[src/rtl/disp_pkg.sv]
// disp_pkg: shared types and constants for the display scan controller
package disp_pkg;
    localparam int DIGITS = 4;
    localparam int BCD_W = 4;
    typedef enum logic [2:0] {IDLE, SNAP, CONV_HI, CONV_LO, COMMIT} state_t;
    typedef logic [1:0] idx_t;
    typedef logic [BCD_W-1:0] bcd_t;
endpackage

[src/rtl/clk_div_tick.sv]
// clk_div_tick: free-running 0..DIV-1 counter emitting a one-cycle tick on the wrap cycle
module clk_div_tick #(
    parameter int DIV = 4
) (
    input  logic clk,
    input  logic rst_n,
    output logic tick
);
    localparam int W = DIV > 1 ? $clog2(DIV) : 1;
    logic [W-1:0] cnt;
    assign tick = cnt == W'(DIV - 1);
    // count up, return to zero on the tick cycle
    always_ff @(posedge clk)
        if (!rst_n) cnt <= '0;
        else cnt <= tick ? '0 : cnt + 1'b1;
endmodule

[src/rtl/disp_scan_ctrl.sv]
// disp_scan_ctrl: sequences shared bin2bcd conversions into a tear-free image and scans it onto a 4-digit display
module disp_scan_ctrl
    import disp_pkg::*;
#(
    parameter int SCAN_DIV  = 100000,
    parameter int UPD_DIV   = 1000000,
    parameter int BLINK_DIV = 50000000,
    parameter bit LZ_BLANK  = 1'b1
) (
    input  logic       clk,
    input  logic       rst_n,
    input  logic [5:0] hours,
    input  logic [5:0] minutes,
    input  logic [5:0] seconds,
    input  logic [5:0] alm_hours,
    input  logic [5:0] alm_minutes,
    input  logic       show_alarm,
    input  logic       show_secs,
    input  logic       blink_en,
    output logic [5:0] conv_in,
    input  logic [2:0] conv_tens,
    input  logic [3:0] conv_ones,
    output logic [3:0] digit_bcd,
    output logic [3:0] digit_sel,
    output logic       dp_n,
    output logic       update_done
);
    state_t state, state_nx;
    logic scan_tick, upd_tick, blink_tick;
    logic [5:0] hi_sel, lo_sel, snap_lo;
    logic snap_secs, img_secs, phase, blank;
    bcd_t [DIGITS-1:0] stage, image;
    idx_t idx;

    clk_div_tick #(.DIV(SCAN_DIV))  u_scan  (.clk(clk), .rst_n(rst_n), .tick(scan_tick));
    clk_div_tick #(.DIV(UPD_DIV))   u_upd   (.clk(clk), .rst_n(rst_n), .tick(upd_tick));
    clk_div_tick #(.DIV(BLINK_DIV)) u_blink (.clk(clk), .rst_n(rst_n), .tick(blink_tick));

    assign hi_sel = show_alarm ? alm_hours : show_secs ? minutes : hours;
    assign lo_sel = show_alarm ? alm_minutes : show_secs ? seconds : minutes;
    assign blank = (blink_en && phase) ||
                   (LZ_BLANK && !img_secs && idx == 2'd3 && image[3] == '0);

    // state register
    always_ff @(posedge clk)
        if (!rst_n) state <= IDLE;
        else state <= state_nx;

    // conversion sequence: tick -> snapshot -> high pair -> low pair -> commit
    always_comb begin
        state_nx = state;
        case (state)
            IDLE:    state_nx = upd_tick ? SNAP : IDLE;
            SNAP:    state_nx = CONV_HI;
            CONV_HI: state_nx = CONV_LO;
            CONV_LO: state_nx = COMMIT;
            default: state_nx = IDLE;
        endcase
    end

    // snapshot operands, stage converter results, commit the whole image at once
    always_ff @(posedge clk)
        if (!rst_n) begin
            conv_in     <= '0;
            snap_lo     <= '0;
            snap_secs   <= 1'b0;
            img_secs    <= 1'b0;
            stage       <= '0;
            image       <= '0;
            update_done <= 1'b0;
        end else begin
            if (state == SNAP) begin
                conv_in   <= hi_sel;
                snap_lo   <= lo_sel;
                snap_secs <= !show_alarm && show_secs;
            end
            if (state == CONV_HI) begin
                stage[3] <= {1'b0, conv_tens};
                stage[2] <= conv_ones;
                conv_in  <= snap_lo;
            end
            if (state == CONV_LO) begin
                stage[1] <= {1'b0, conv_tens};
                stage[0] <= conv_ones;
            end
            if (state == COMMIT) begin
                image    <= stage;
                img_secs <= snap_secs;
            end
            update_done <= state == COMMIT;
        end

    // digit index walks 3->2->1->0 and the blink phase toggles independently of blink_en
    always_ff @(posedge clk)
        if (!rst_n) begin
            idx   <= idx_t'(DIGITS - 1);
            phase <= 1'b0;
        end else begin
            if (scan_tick) idx <= idx - 1'b1;
            if (blink_tick) phase <= !phase;
        end

    // registered drive of anodes, digit value and colon
    always_ff @(posedge clk)
        if (!rst_n) begin
            digit_sel <= 4'b1111;
            digit_bcd <= '0;
            dp_n      <= 1'b1;
        end else begin
            digit_sel <= blank ? 4'b1111 : ~(4'b0001 << idx);
            digit_bcd <= image[idx];
            dp_n      <= !(idx == 2'd2 && !blank);
        end
endmodule

[config.mk]
export PLATFORM = sky130hd
export DESIGN_NAME = disp_scan_ctrl
export DESIGN_NICKNAME = d
export VERILOG_FILES = /design/src/rtl/disp_pkg.sv /design/src/rtl/clk_div_tick.sv /design/src/rtl/disp_scan_ctrl.sv
export SDC_FILE = /design/constraint.sdc
export NUM_CORES = 1
export LEC_CHECK = 0
export BUFFER_PORTS_ARGS = -buffer_cell sky130_fd_sc_hd__buf_4
export CAP_MARGIN = 30
export CORE_ASPECT_RATIO = 1.4
export CORE_MARGIN = 1.5
export CORE_UTILIZATION = 37
export CTS_BUF_LIST = sky130_fd_sc_hd__clkbuf_16
export DETAILED_ROUTE_END_ITERATION = 12
export GPL_ROUTABILITY_DRIVEN = 0
export MAX_ROUTING_LAYER = met4
export SETUP_SLACK_MARGIN = 0.02
export SYNTH_ARGS = -nofsm -noshare
export SYNTH_HDL_FRONTEND = slang
export SYNTH_SLANG_ARGS = --single-unit
[constraint.sdc]
create_clock -name clk -period 2.45 [get_ports clk]
set_input_delay 0.245 -clock clk [delete_from_list [all_inputs] [get_ports clk]]
set_output_delay 0.245 -clock clk [all_outputs]
set_load 0.01 [all_outputs]
After elaboration in Yosys (flattened, before gate mapping) --
Index checks and enable logic that the tools add are counted.
Word-level totals: register bits after elaboration 121, logic and storage cells 67, bits of input ports 42
Operators by class: add/subtract/negate cells 4, mux-type cells 10, reductions and logical operators 18, bitwise logic cells 2, equal/unequal tests 9, shift-type cells 1, magnitude comparators 1
Operator list (number):
- $mux 6 | 6
- $add 26x1->26 const B | 1
- $eq 26x26->1 const B | 1
- $add 20x1->20 const B | 1
- $eq 20x20->1 const B | 1
- $add 17x1->17 const B | 1
- $eq 17x17->1 const B | 1
- $pmux 3 s4 | 1
- $bmux 4 s2 | 1
- $reduce_or 2->1 | 4
- $eq 3x2->1 const B | 2
- $logic_and 1x1->1 | 5
- $logic_not 1->1 | 5
- $eq 2x2->1 const B | 2
- $logic_not 4->1 | 1
- $mux 4 | 1
- $not 4->4 | 1
- $shl 1x2->4 const A | 1
- $eq 3x1->1 const B | 1
- $eq 3x3->1 const B | 1
- $logic_not 3->1 | 1
- $lt 2x3->1 const B | 1
- $reduce_bool 2->1 | 1
- $sub 2x1->2 const B | 1
- other kinds (3) | 3

Logic depth before layout (Yosys ltp) --
Gate-level depths: netlist of run 1.
depth in word-level cells 7, mapped depth 7, gate-level depth less buffers 5

Modules after synthesis --
From an unflattened synthesis of run 1, not the netlist that was laid out.
Second synthesis, totals: cells, all modules 601, area, all modules 5464.0 um2
Modules (own cells, without submodules):
- disp_scan_ctrl | seq. area each 1161.1 um2, area each 2496.1 um2, cells each 263, times used 1
- clk_div_tick at u_blink | seq. area each 520.5 um2, area each 1234.9 um2, cells each 142, times used 1
- clk_div_tick at u_upd | seq. area each 400.4 um2, area each 944.7 um2, cells each 109, times used 1
- clk_div_tick at u_scan | seq. area each 340.3 um2, area each 788.3 um2, cells each 87, times used 1

Least setup slack after synthesis of run 1 --
No wires, ideal clock.
path kind register -> register, start reg u_blink.cnt[0], end reg u_blink.cnt[22], period minus slack after synthesis 1.925 ns, slack 0.525 ns, setup time 0.070 ns, arrival 1.854 ns, data required time 2.380 ns, cell stages (with the launch flop) 6, cells stage by stage dfxtp_1 ha_1 nand4_1 or4_4 or4_1 a21oi_1
Between the ends: cells in the longest elaborated chain, start to end 2, elaborated cells on any way between the ends 3
Ends and longest elaborated chain:
- start, declared | RTL line clk_div_tick.sv:10 | logic [W-1:0] cnt;
- start signal, assigned | RTL line clk_div_tick.sv:15 | else cnt <= tick ? '0 : cnt + 1'b1;
- branches (longest 2 deep; another with $add 26x1->26)
Several ways; the timed one is not identified. A chain may end at the register's enable or synchronous reset.

Final worst setup path of run 1 --
Same ends and word-level chain as after synthesis.

==> results.rst, run 1 <==
.. list-table::
   :header-rows: 1

   * - Metric
     - Value
   * - Shortest clock period the worst path allows after layout
     - 2.09 ns
   * - Worst min-delay path endpoint
     - stage[3]
   * - Inserted Diodes
     - 0
   * - Via count of the first global-routing pass
     - 4062
   * - Final Max Tran Viols
     - 0
   * - Clk slew on worst S/H paths
     - 0.06 ns
   * - Number of vias in the routed layout
     - 4334
   * - CTS Root Buffer Type
     - sky130_fd_sc_hd__clkbuf_16
   * - Number of cell rows
     - 51
   * - Register-to-Register Path Depth
     - 5
   * - Number of ports placed on the die boundary
     - 58
   * - Number of cells after detailed placement
     - 832
   * - Standby leakage power
     - 2.25 nW
   * - Level count of the clock H-tree
     - 4
   * - CTS tree
     - built
   * - CTS sink count
     - 121
   * - Simple logic cell fraction of the synthesized area
     - 26.1%
   * - Total overflow reported by the global router
     - 0
   * - Outcome
     - complete, no violations
   * - Post-synthesis instance total
     - 609
   * - Die area
     - 14800 um2
   * - Max-Cap Viols
     - 0
   * - First-pass detailed-route iteration total
     - 7
   * - Mux cell area share after synthesis
     - 5.16%
   * - Number of nets at the end of the flow
     - 715
   * - Horizontal die dimension
     - 103 um
   * - Avg Inst Size Synth
     - 8.52 um2
   * - Floorplan core area
     - 13800 um2
   * - DPL Wire Length
     - 7670 um
   * - Area share of the largest cell type after synthesis
     - 46.7%
   * - Number of antenna violations at the first check in global routing
     - 0
   * - Fmax achieved
     - 0.479 GHz
   * - Final worst-path cycle share
     - 85.3%
   * - Count of buffers inserted at the top-level ports
     - 57
   * - Synth Cell Area
     - 5190 um2
   * - Worst supply voltage drop on vdd
     - 0.000377 V
   * - CP endpoint kind
     - flip-flop
   * - Number of antenna-violating nets in the routed design
     - 0
   * - Violation count after the first detailed-routing iteration
     - 157
   * - Hold Fails Final Rpt
     - 0
   * - Sequential element share of the synthesized area
     - 46.7%
   * - Largest net degree at the start of global routing
     - 28
   * - Post-synthesis cell type count
     - 46
   * - Launch instance of the worst min-delay path
     - conv_ones[3]
   * - Synth-to-Final Area Change
     - 21.9%
   * - EDFF count, synth
     - 0
   * - Fraction of the mapped netlist area in compound gates
     - 10.6%
   * - Capture instance of the worst register-to-register path
     - u_blink.cnt[22]
   * - Vertical die dimension
     - 143 um
   * - Type of origin of the critical path
     - flip-flop
   * - Final WL
     - 10600 um
   * - Worst EP required
     - 2.79 ns
   * - Unrepaired setup endpoints after global routing
     - false
   * - Total GRT Usage
     - 15.7%
   * - Worst reg2reg startpoint
     - u_blink.cnt[0]
   * - Min-delay worst type
     - input port to flip-flop
   * - Clock Path Buffers
     - 2
   * - Buffers inserted during post-CTS setup optimization
     - 0
   * - Final std cells w/o fill
     - 864
   * - Xor/xnor cell area share of the yosys netlist
     - 6.58%
   * - Critical path peak fanout
     - 6
   * - First-pass GRT wire length
     - 17900 um
   * - WL/cell
     - 12.3 um
   * - Leading cell types by count after synthesis
     - sky130_fd_sc_hd__dfxtp_1, sky130_fd_sc_hd__nand2_1, sky130_fd_sc_hd__nor2_1
   * - Final TNS setup
     - 0 ns
   * - Crit Path Category
     - flip-flop to flip-flop
   * - Worst hold path cell count
     - 3
   * - Number of gates given a new drive strength after cts
     - 0
   * - Post-synthesis cell type with the largest combined area
     - sky130_fd_sc_hd__dfxtp_1
   * - Top post-synthesis cells by area
     - sky130_fd_sc_hd__dfxtp_1, sky130_fd_sc_hd__nand2_1, sky130_fd_sc_hd__a21oi_1
   * - Number of buffers added by the clock tree synthesis step
     - 17
   * - Crit path DAT
     - 2.43 ns
   * - Share of cells above drive strength 1
     - 16.1%
   * - Power per unit of standard cell area
     - 683 nW/um2
   * - Syn. warnings
     - 0
   * - Reg2reg setup slack
     - 0.36 ns
   * - Flop and latch count out of synthesis
     - 121
   * - Share of flip-flops with an asynchronous set or reset after synthesis
     - 0%
   * - Arithmetic-cell share of the synthesized area counting full adders, half adders and majority gates
     - 1.69%
   * - CTS hold repair buffers
     - 0
   * - Starting utilization of the core area
     - 37.7%
   * - Routed via count divided by cell count
     - 5.02
   * - Combinational family with the most area after synthesis
     - simple AND/OR/NAND/NOR gates
   * - Worst-Margin Slew
     - 0.698 ns
   * - Nets in the synthesized netlist
     - 658
   * - Clock skew after layout
     - 0.00912 ns
   * - Post-route DRC violation count
     - 0
   * - Worst-case headroom to the max-slew limit
     - 53.2%
   * - Top-count cell post-synth
     - sky130_fd_sc_hd__dfxtp_1
   * - Clock network latency to the later pin of the worst-skew pair
     - 0.41 ns
   * - Final setup fails
     - 0
   * - Post-synth top flop
     - sky130_fd_sc_hd__dfxtp_1
## logic make-up after synthesis
kind of cell    count (synthesis)
simple gates                  279
flops                         121
compound gates                 98
buf+inv                        42
xor+xnor                       39
mux                            23
fa+ha+maj                       7
## layer usage
| layer | up-vias | wire length, um | track usage, % |
|---|---|---|---|
| met3 | 19 | 416 | 4.11 |
| met1 | 1984 | 4520 | 16.9 |
| met5 | - | 0 | - |
| met4 | 0 | 225 | 7.18 |
| met2 | 92 | 5460 | 26.6 |
| li1 | 2239 | - | - |
## worst max-delay path, stage by stage (launching register included)
cell and delay (ns):
sky130_fd_sc_hd__dfxtp_1 0.37, sky130_fd_sc_hd__ha_1 0.25, sky130_fd_sc_hd__nand4_1 0.19, sky130_fd_sc_hd__or4_4 0.59
sky130_fd_sc_hd__or4_1 0.48, sky130_fd_sc_hd__a21oi_1 0.15
## power by group
part | internal, mW | leakage, nW | switching (mW)
clock | 1.28 | 0.249 | 0.894
combinational | 0.0758 | 1.02 | 0.0739
sequential | 1.98 | 0.976 | 0.0120
total | 3.34 | 2.25 | 0.980
## cell type report
cell class | instances | area [um2]
sequential | 121 | 2420
fill | 1378 | 7460
timing repair buffer | 65 | 488
clock buffer | 17 | 425
multi-input combinational | 446 | 2600
clock inverter | 15 | 101
tap | 185 | 231
inverter | 15 | 56.3
## metrics by stage
step	hold WS [ns]	power [mW]	cell area, um2	setup WS (ns)	utilization, %
floorplan	0.381	2.11	5190	0.525	-
finish	0.0744	4.32	6330	0.361	45.9
CTS	0.0621	4.38	6330	0.354	45.9
detailed placement	0.441	2.19	5800	0.387	42.1
global placement	0.425	2.18	5800	0.420	42.1
global route	0.0757	4.47	6330	0.244	45.9
## how the worst max path moves through the flow
stage	startpoint	to	slack [ns]	depth (start not counted)
2_1_floorplan	u_blink.cnt[0]	u_blink.cnt[22]	0.53	5
3_3_place_gp	u_blink.cnt[0]	u_blink.cnt[22]	0.42	5
3_5_place_dp	u_blink.cnt[0]	u_blink.cnt[22]	0.39	5
4_1_cts	u_blink.cnt[0]	u_blink.cnt[22]	0.35	5
5_1_grt	u_blink.cnt[0]	u_blink.cnt[22]	0.24	5
6_report	u_blink.cnt[0]	u_blink.cnt[22]	0.36	5
## placed cells by master, fill, tap and decap left out, drive strengths merged, types with 2 or more instances in the layout
cell	netlist	layout
nand3	19	19
nand4	15	15
xnor2	30	30
o31ai	7	7
mux2i	20	20
nand3b	4	4
nor3	9	9
and2	6	6
nor4	14	14
and3	2	2
or4b	2	2
a22oi	6	6
or3	13	13
clkbuf	22	17
mux4	3	3
xor2	9	9
and4	4	4
o21ai	25	25
or4	11	11
clkinvlp	0	5
clkinv	1	8
buf	5	65
ha	7	7
inv	14	17
or2	2	2
nor3b	3	3
nand2	104	104
a21oi	56	56
nor2	66	66
dfxtp	121	121
## registers in the layout (all words and copies together) (netlist names)
name	count
conv_in	6
digit_bcd	4
digit_sel	4
dp_n	1
idx	2
image	14
img_secs	1
phase	1
snap_lo	6
snap_secs	1
stage	14
state	3
u_blink.cnt	26
u_scan.cnt	17
u_upd.cnt	20
update_done	1
No activity file was read; power rests on OpenSTA's default activity.
==> run 2, diff against run 1 <==
Settings changed: CELL_PAD_IN_SITES_DETAIL_PLACEMENT from default to 0, CELL_PAD_IN_SITES_GLOBAL_PLACEMENT from default to 1, PLACE_DENSITY_LB_ADDON from default to 0.1, SLEW_MARGIN from default to 25.
==> results.rst, run 2 (same netlist as run 1, synthesis figures left out) <==
.. list-table::
   :header-rows: 1

   * - Metric
     - Value
   * - Standby leakage power
     - 2.31 nW (+2.6%)
   * - Level count of the clock H-tree
     - 4 (unchanged)
   * - Outcome
     - complete, no violations
   * - Power, Total
     - 4.75 mW (+10%)
   * - Critical path peak fanout
     - 6 (unchanged)
   * - Unrepaired setup endpoints after global routing
     - false
   * - WL/cell
     - 12.6 um (+2.2%)
   * - Finished Core Util
     - 46.7% (+0.81 points)
   * - Hold Fails Final Rpt
     - 0 (unchanged)
   * - Via count of the first global-routing pass
     - 4134 (+1.8%)
   * - Crit Path Category
     - flip-flop to flip-flop
   * - Clock network latency to the later pin of the worst-skew pair
     - 0.40 ns (about the same)
   * - Crit path DAT
     - 2.41 ns (-0.02 ns)
   * - Number of gates given a new drive strength after cts
     - 0 (unchanged)
   * - Routed via count divided by cell count
     - 4.92 (-2.0%)
   * - Floorplan core area
     - 13800 um2 (unchanged)
   * - Buffers inserted during post-CTS setup optimization
     - 0 (unchanged)
   * - Final setup fails
     - 0 (unchanged)
   * - Cell-by-cell listing of the critical path
     - ha_1 > nand4_1 > or4_4 > or4_1 > a21oi_1
   * - Fmax achieved
     - 0.480 GHz (+0.37%)
   * - CTS tree
     - built
   * - Largest net degree at the start of global routing
     - 26 (-7.1%)
   * - DPL Wire Length
     - 7840 um (+2.3%)
   * - CTS hold repair buffers
     - 0 (unchanged)
   * - Final std cells w/o fill
     - 864 (unchanged)
   * - CTS Root Buffer Type
     - sky130_fd_sc_hd__clkbuf_16
   * - Master of the slowest instance on the critical path
     - sky130_fd_sc_hd__or4_4
   * - Clock Path Buffers
     - 2 (unchanged)
   * - Clk slew on worst S/H paths
     - 0.06 ns (about the same)
   * - Min-delay worst type
     - input port to flip-flop
   * - Most frequent standard cell in the layout excluding fill and tap cells
     - sky130_fd_sc_hd__dfxtp_1
   * - Shortest clock period the worst path allows after layout
     - 2.08 ns (-0.00761 ns)
   * - Busiest layer in global routing
     - met2
   * - Worst EP required
     - 2.78 ns (about the same)
   * - Post-place instance area
     - 5810 um2 (+0.22%)
   * - CP endpoint kind
     - flip-flop
   * - Inserted Diodes
     - 0 (unchanged)
   * - Worst-Margin Slew
     - 0.669 ns (-0.0285 ns)
   * - Number of cell rows
     - 51 (unchanged)
   * - GRT met3 Usage
     - 4.65% (+0.54 points)
   * - Final worst-path cycle share
     - 85.0% (-0.31 points)
   * - Final Max Tran Viols
     - 0 (unchanged)
   * - Number of antenna-violating nets in the routed design
     - 0 (unchanged)
   * - Met1 track demand over resource in global routing
     - 18.7% (+1.8 points)
   * - Power per unit of standard cell area
     - 738 nW/um2 (+8.1%)
   * - Die area
     - 14800 um2 (unchanged)
   * - Largest registers ranked by flip-flop count
     - u_blink.cnt (26), u_upd.cnt (20), u_scan.cnt (17)
   * - Starting utilization of the core area
     - 37.7% (unchanged)
   * - Worst supply voltage drop on vdd
     - 0.000330 V (-12%)
   * - Number of ports placed on the die boundary
     - 58 (unchanged)
   * - Horizontal die dimension
     - 103 um (unchanged)
   * - Min Hold Slack
     - 0.0868 ns (+0.0124 ns)
   * - Flip-flop count of the largest register after layout
     - 26 (unchanged)
   * - First-pass GRT wire length
     - 18900 um (+5.8%)
   * - Most used cells in the layout excluding fill and tap cells
     - sky130_fd_sc_hd__dfxtp_1, sky130_fd_sc_hd__nand2_1, sky130_fd_sc_hd__nor2_1, sky130_fd_sc_hd__buf_4, sky130_fd_sc_hd__a21oi_1
   * - Number of nets at the end of the flow
     - 715 (unchanged)
   * - Critical path buffers and inverters
     - 0 (unchanged)
   * - Final WL
     - 10900 um (+2.2%)
   * - Vertical die dimension
     - 143 um (unchanged)
   * - Number of buffers added by the clock tree synthesis step
     - 17 (unchanged)
   * - Dpl ws
     - 0.360 ns (-0.0269 ns)
   * - Total GRT Usage
     - 16.7% (+1.0 points)
   * - Number of cells after detailed placement
     - 832 (unchanged)
   * - Number of vias in the routed layout
     - 4249 (-2.0%)
   * - Clock skew after layout
     - 0.00715 ns (-0.00197 ns)
   * - Max-Cap Viols
     - 0 (unchanged)
   * - Post-layout worst setup margin
     - 0.368 ns (+0.00761 ns)
   * - Total overflow reported by the global router
     - 0 (unchanged)
   * - Top register by number of flip-flops
     - u_blink.cnt
   * - Violation count after the first detailed-routing iteration
     - 169 (+7.6%)
   * - First-pass detailed-route iteration total
     - 4 (-3)
   * - Count of buffers inserted at the top-level ports
     - 57 (unchanged)
   * - Worst-case headroom to the max-slew limit
     - 55.1% (+1.9 points)
   * - Final TNS setup
     - 0 ns (unchanged)
   * - CTS sink count
     - 121 (unchanged)
   * - Post-route DRC violation count
     - 0 (unchanged)
   * - Final cell area excluding filler cells
     - 6440 um2 (+1.8%)
   * - Type of origin of the critical path
     - flip-flop
   * - Critical path's top delay family
     - simple AND/OR/NAND/NOR gates
   * - Delay of the slowest critical-path stage
     - 0.59 ns (about the same)
   * - Met2 Resource Use GR
     - 27.9% (+1.4 points)
   * - Synth-to-Final Area Change
     - 24.0%
   * - Share of cells above drive strength 1
     - 15.9% (-0.15 points)
   * - Number of antenna violations at the first check in global routing
     - 0 (unchanged)
[run 2: path summary, 6_finish.rpt]
path	slack [ns]	startpoint	cells after the start	to
worst min-delay path	0.09	conv_tens[2]	3	stage[6]
worst max register to register	0.37	u_blink.cnt[0]	5	u_blink.cnt[22]
worst max-delay path	0.37	u_blink.cnt[0]	5	u_blink.cnt[22]
worst min register to register	0.45	image[10]	2	image[10]
[run 2: per-layer routing]
| layer | up-vias | wire [um] |
|---|---|---|
| met5 | - | 0 |
| met3 | 12 | 431 |
| met2 | 75 | 5500 |
| met4 | 0 | 146 |
| met1 | 1923 | 4780 |
| li1 | 2239 | - |
[run 2: layout make-up]
cell class | instances | area, um2
Timing Repair Buffer | 65 | 500
Multi-Input combinational cell | 446 | 2600
Inverter | 15 | 56.3
Sequential cell | 121 | 2420
Tap cell | 185 | 231
Clock inverter | 15 | 200
Fill cell | 1399 | 7350
Clock buffer | 17 | 425
[run 2: worst min-delay path: stages]
cell and delay [ns]:
sky130_fd_sc_hd__buf_4 0.09, sky130_fd_sc_hd__mux2i_1 0.05, sky130_fd_sc_hd__nor2_1 0.07
[run 2: power by group]
| group | total [mW] | switching [mW] | internal, mW | leakage, nW |
|---|---|---|---|---|
| sequential | 1.99 | 0.0119 | 1.98 | 0.976 |
| combinational | 0.152 | 0.0747 | 0.0778 | 1.03 |
| clock | 2.61 | 0.903 | 1.70 | 0.303 |
| total | 4.75 | 0.989 | 3.76 | 2.31 |
